<file path="src/rtl/demux_l2.sv">
// demux_l2: receive-side 1:2 lane demultiplexer.
// Locks lane phase on the first valid byte, then splits slots by parity.
module demux_l2 #(
  parameter int WIDTH = 8
) (
  input  logic             clk_4f,
  input  logic             reset_L,
  input  logic [WIDTH-1:0] data_000,
  input  logic             valid_000,
  output logic [WIDTH-1:0] data_00,
  output logic             valid_00,
  output logic [WIDTH-1:0] data_11,
  output logic             valid_11,
  output logic             pair_valid,
  output logic             locked
);

  typedef enum logic {SEARCH, LOCKED} state_t;

  state_t           r_state, w_state;
  logic             r_sel, w_sel;
  logic             r_first_ok, w_first_ok;
  logic [WIDTH-1:0] r_d00, w_d00;
  logic [WIDTH-1:0] r_d11, w_d11;
  logic             r_v00, w_v00;
  logic             r_v11, w_v11;
  logic             r_pv, w_pv;
  logic             r_locked, w_locked;

  always_ff @(posedge clk_4f or negedge reset_L) begin
    if (!reset_L) begin
      r_state    <= SEARCH;
      r_sel      <= 1'b0;
      r_first_ok <= 1'b0;
      r_d00      <= '0;
      r_d11      <= '0;
      r_v00      <= 1'b0;
      r_v11      <= 1'b0;
      r_pv       <= 1'b0;
      r_locked   <= 1'b0;
    end else begin
      r_state    <= w_state;
      r_sel      <= w_sel;
      r_first_ok <= w_first_ok;
      r_d00      <= w_d00;
      r_d11      <= w_d11;
      r_v00      <= w_v00;
      r_v11      <= w_v11;
      r_pv       <= w_pv;
      r_locked   <= w_locked;
    end
  end

  always_comb begin
    w_state    = r_state;
    w_sel      = r_sel;
    w_first_ok = r_first_ok;
    w_d00      = r_d00;
    w_d11      = r_d11;
    w_v00      = r_v00;
    w_v11      = r_v11;
    w_pv       = 1'b0;
    w_locked   = r_locked;
    unique case (r_state)
      SEARCH: begin
        w_sel = 1'b0;
        if (valid_000) begin
          w_d00      = data_000;
          w_v00      = 1'b1;
          w_first_ok = 1'b1;
          w_sel      = 1'b1;
          w_locked   = 1'b1;
          w_state    = LOCKED;
        end
      end
      LOCKED: begin
        // selector free-runs so idle gaps never shift the phase
        w_sel = ~r_sel;
        if (!r_sel) begin
          w_v00      = valid_000;
          w_first_ok = valid_000;
          if (valid_000) w_d00 = data_000;
        end else begin
          w_v11 = valid_000;
          w_pv  = r_first_ok & valid_000;
          if (valid_000) w_d11 = data_000;
        end
      end
      default: w_state = SEARCH;
    endcase
  end

  assign data_00    = r_d00;
  assign valid_00   = r_v00;
  assign data_11    = r_d11;
  assign valid_11   = r_v11;
  assign pair_valid = r_pv;
  assign locked     = r_locked;

endmodule
</file>
<file path="config.mk">
export PLATFORM = sky130hd
export DESIGN_NAME = demux_l2
export DESIGN_NICKNAME = d
export VERILOG_FILES = /design/src/rtl/demux_l2.sv
export SDC_FILE = /design/constraint.sdc
export NUM_CORES = 1
export LEC_CHECK = 0
export BUFFER_PORTS_ARGS = -buffer_cell sky130_fd_sc_hd__buf_2
export CAP_MARGIN = 20
export CORE_MARGIN = 2
export CORE_UTILIZATION = 40
export DETAILED_ROUTE_END_ITERATION = 8
export PLACE_DENSITY = 0.8
export SLEW_MARGIN = 10
export SYNTH_ARGS = -nofsm -noshare
export SYNTH_HDL_FRONTEND = slang
export SYNTH_SLANG_ARGS = --single-unit
</file>
<file path="constraint.sdc">
create_clock -name clk_4f -period 1.2 [get_ports clk_4f]
set_input_delay 0.24 -clock clk_4f [delete_from_list [all_inputs] [get_ports clk_4f]]
set_output_delay 0.24 -clock clk_4f [all_outputs]
set_load 0.005 [all_outputs]
</file>
==> impl_metrics.yaml <==
cells_and_area:
  layout_common_cells: "30 x buf_2, 21 x dfrtp_1, 8 x mux2_2, 8 x mux2_4, 3 x clkbuf_4"
  area_delta_synth_final_pct: 33.9
  n_antenna_cell: 0
  layout-drive-gt1-share: 0.652
  final_common_cell: "buf_2"
  final_util: 0.571
  fin_nets: 101
sta:
  worstMarginPinSlew_ns: 0.466
  report.final.slew_viol_count: 0
  finalSetupTns_ns: -0.0576
  fin_crit_sh: 1.01
  clock_skew_ns: 0.00241
  final_hold_viol_count: 0
  hold_ws_ns: 0.178
  fin_ws_ns: -0.0101
  period_minus_slack_ns: 1.21
  max_clock_freq_mhz: 826
  setup_viol: 8
  max_slew_margin: 0.690
  rsz0062_at_grt: "true"
critical_path:
  crit_arrival_ns: 1.41
  end_kind: "flip-flop"
  worstSetupPathType: "flip-flop to flip-flop"
  crit_required_ns: 1.40
  critPathLaunchType: "flip-flop"
  path_max_fanout: 8
pwr:
  p_leak_nw: 0.573
  power_density_nw_per_um2: 1620
  max-vdd-ir-drop_uv: 1020
outcome:
  violations: "setup timing"
  status: "finished, violations left"
place:
  gp_congestion: 0.668
  portBuffers: 30
  dp.final_hpwl_um: 1050
  preCtsSetupSlack_ns: -0.0707
floorplan:
  die_h_um: 49.7
  design.core.area_um2: 1960
  start_util: 0.427
  fp-row-count: 16
  io_pins: 31
  die_area_um2: 2470
  die_w_um: 49.7
yosys:
  ys_seq_area_frac: 0.658
  syn_area_um2: 837
  synth-seq-cells: 22
  avgSynthCellArea_um2: 15.8
  synth_cell_type_count: 15
  syn_nets: 64
  synthCells: 53
  synth-warning-count: 0
clocking:
  cts.path.max_buffers: 2
  cts_tree: "done"
  numCtsBuffers: 3
  h-tree-depth: 1
  cts_sinks: 22
  path_clk_slew_ns: 0.12
  root_buffer: "clkbuf_4"
  clock_latency_ns: 0.30
route:
  route.detailed.drc: 0
  vias: 535
  ant_nets: 0
  via_per_inst: 4.61
  drt_iter0_markers: 4
  wl_per_cell_um: 13.1
  first_pass_iters: 3
  wirelength_um: 1520
job:
  cap_violations: 0
grt:
  grt_overflow_total: 0
  grt_pass1_wl_um: 2460
  grt_max_degree: 23
  gr-usage-all-layers: 0.132
  first_global_vias: 561
  grt_antenna_before_repair: 0
min_path:
  hold_class: "input port to flip-flop"
area by class of cell:
| class | instances | area, um2 |
|---|---|---|
| clock buffer | 4 | 36.3 |
| fill | 185 | 841 |
| inverter | 2 | 7.51 |
| multi-input combinational | 27 | 297 |
| sequential | 22 | 552 |
| tap | 27 | 33.8 |
| timing repair buffer | 34 | 195 |
flip-flops by register name, indices dropped and copies added (netlist names):
signal	cells
valid_00	1
data_00	8
data_11	8
locked	1
valid_11	1
r_sel	1
pair_valid	1
r_state	1
synthesized netlist by cell type:
library cell / instances / area share
mux2i_1: 1 / 0.012
inv_1: 2 / 0.0090
nand3_2: 1 / 0.012
mux2_2: 16 / 0.22
a21boi_4: 1 / 0.022
dfrtp_1: 22 / 0.66
buf_4: 1 / 0.0090
a21bo_2: 1 / 0.012
or2_2: 1 / 0.0075
nor2_1: 2 / 0.0090
nand2_1: 1 / 0.0045
a21oi_1: 1 / 0.0060
clkbuf_2: 1 / 0.0060
a21o_1: 1 / 0.0090
a21boi_0: 1 / 0.0090
path summary, 6_finish.rpt:
path | slack (ns) | to | cells past startpoint | startpoint
setup reg to reg | -0.01 | data_00[2]$_DFFE_PN0P_ | 3 | r_state$_DFF_PN0_
setup / recovery | -0.01 | data_00[2]$_DFFE_PN0P_ | 3 | r_state$_DFF_PN0_
hold / removal | 0.18 | data_00[3]$_DFFE_PN0P_ | 2 | data_000[3]
hold reg to reg | 0.47 | locked$_DFFE_PN0P_ | 1 | locked$_DFFE_PN0P_
min in group asynchronous | 0.42 | pair_valid$_DFF_PN0_ | 2 | reset_L
max in group asynchronous | 0.45 | r_state$_DFF_PN0_ | 2 | reset_L
worst max-delay path: stages (launching register included):
cell and delay [ns]:
dfrtp_2 0.47, a21boi_4 0.19, buf_12 0.15, mux2_4 0.30
layer usage:
metal / routed length, um / share of wire / global-route usage
met5: 0 / 0 / 0
met4: 0 / 0 / 0.0556
met3: 71 / 0.047 / 0.0303
met2: 778 / 0.51 / 0.233
met1: 674 / 0.44 / 0.153
through the flow:
stage / total power, W / area (um2) / cells
floorplan: 0.00117 / 837 / 53
CTS: 0.00179 / 1090 / 116
detailed placement: 0.00138 / 1020 / 110
global route: 0.00192 / 1120 / 116
global placement: 0.00136 / 1020 / 110
finish: 0.00182 / 1120 / 116
kinds of logic after synthesis:
family                 after synthesis  synth area share
AOI/OAI and AO/OA                    5            0.0583
and+or+nand+nor                      5            0.0329
DFF                                 22             0.658
muxes                               17             0.227
buffers and inverters                4            0.0239
power breakdown:
group	total, W	switching [W]	internal [W]
Clock	0.000402	0.000217	0.000185
Sequential	0.000963	0.0000763	0.000887
Combinational	0.000455	0.000167	0.000288
Total	0.00182	0.000460	0.00136
repair_timing:
| action | CTS | global route |
|---|---|---|
| cloned | 0 | 0 |
| setup endpoints to repair | 16 | 16 |
| gates resized for setup | 1 | 8 |
| pin swaps | 1 | 1 |
| buffers inserted | 1 | 0 |
| hold buffers | 1 | 0 |
| hold endpoints to repair | 22 | 0 |
Note: power is estimated with default switching activity, not from simulation.
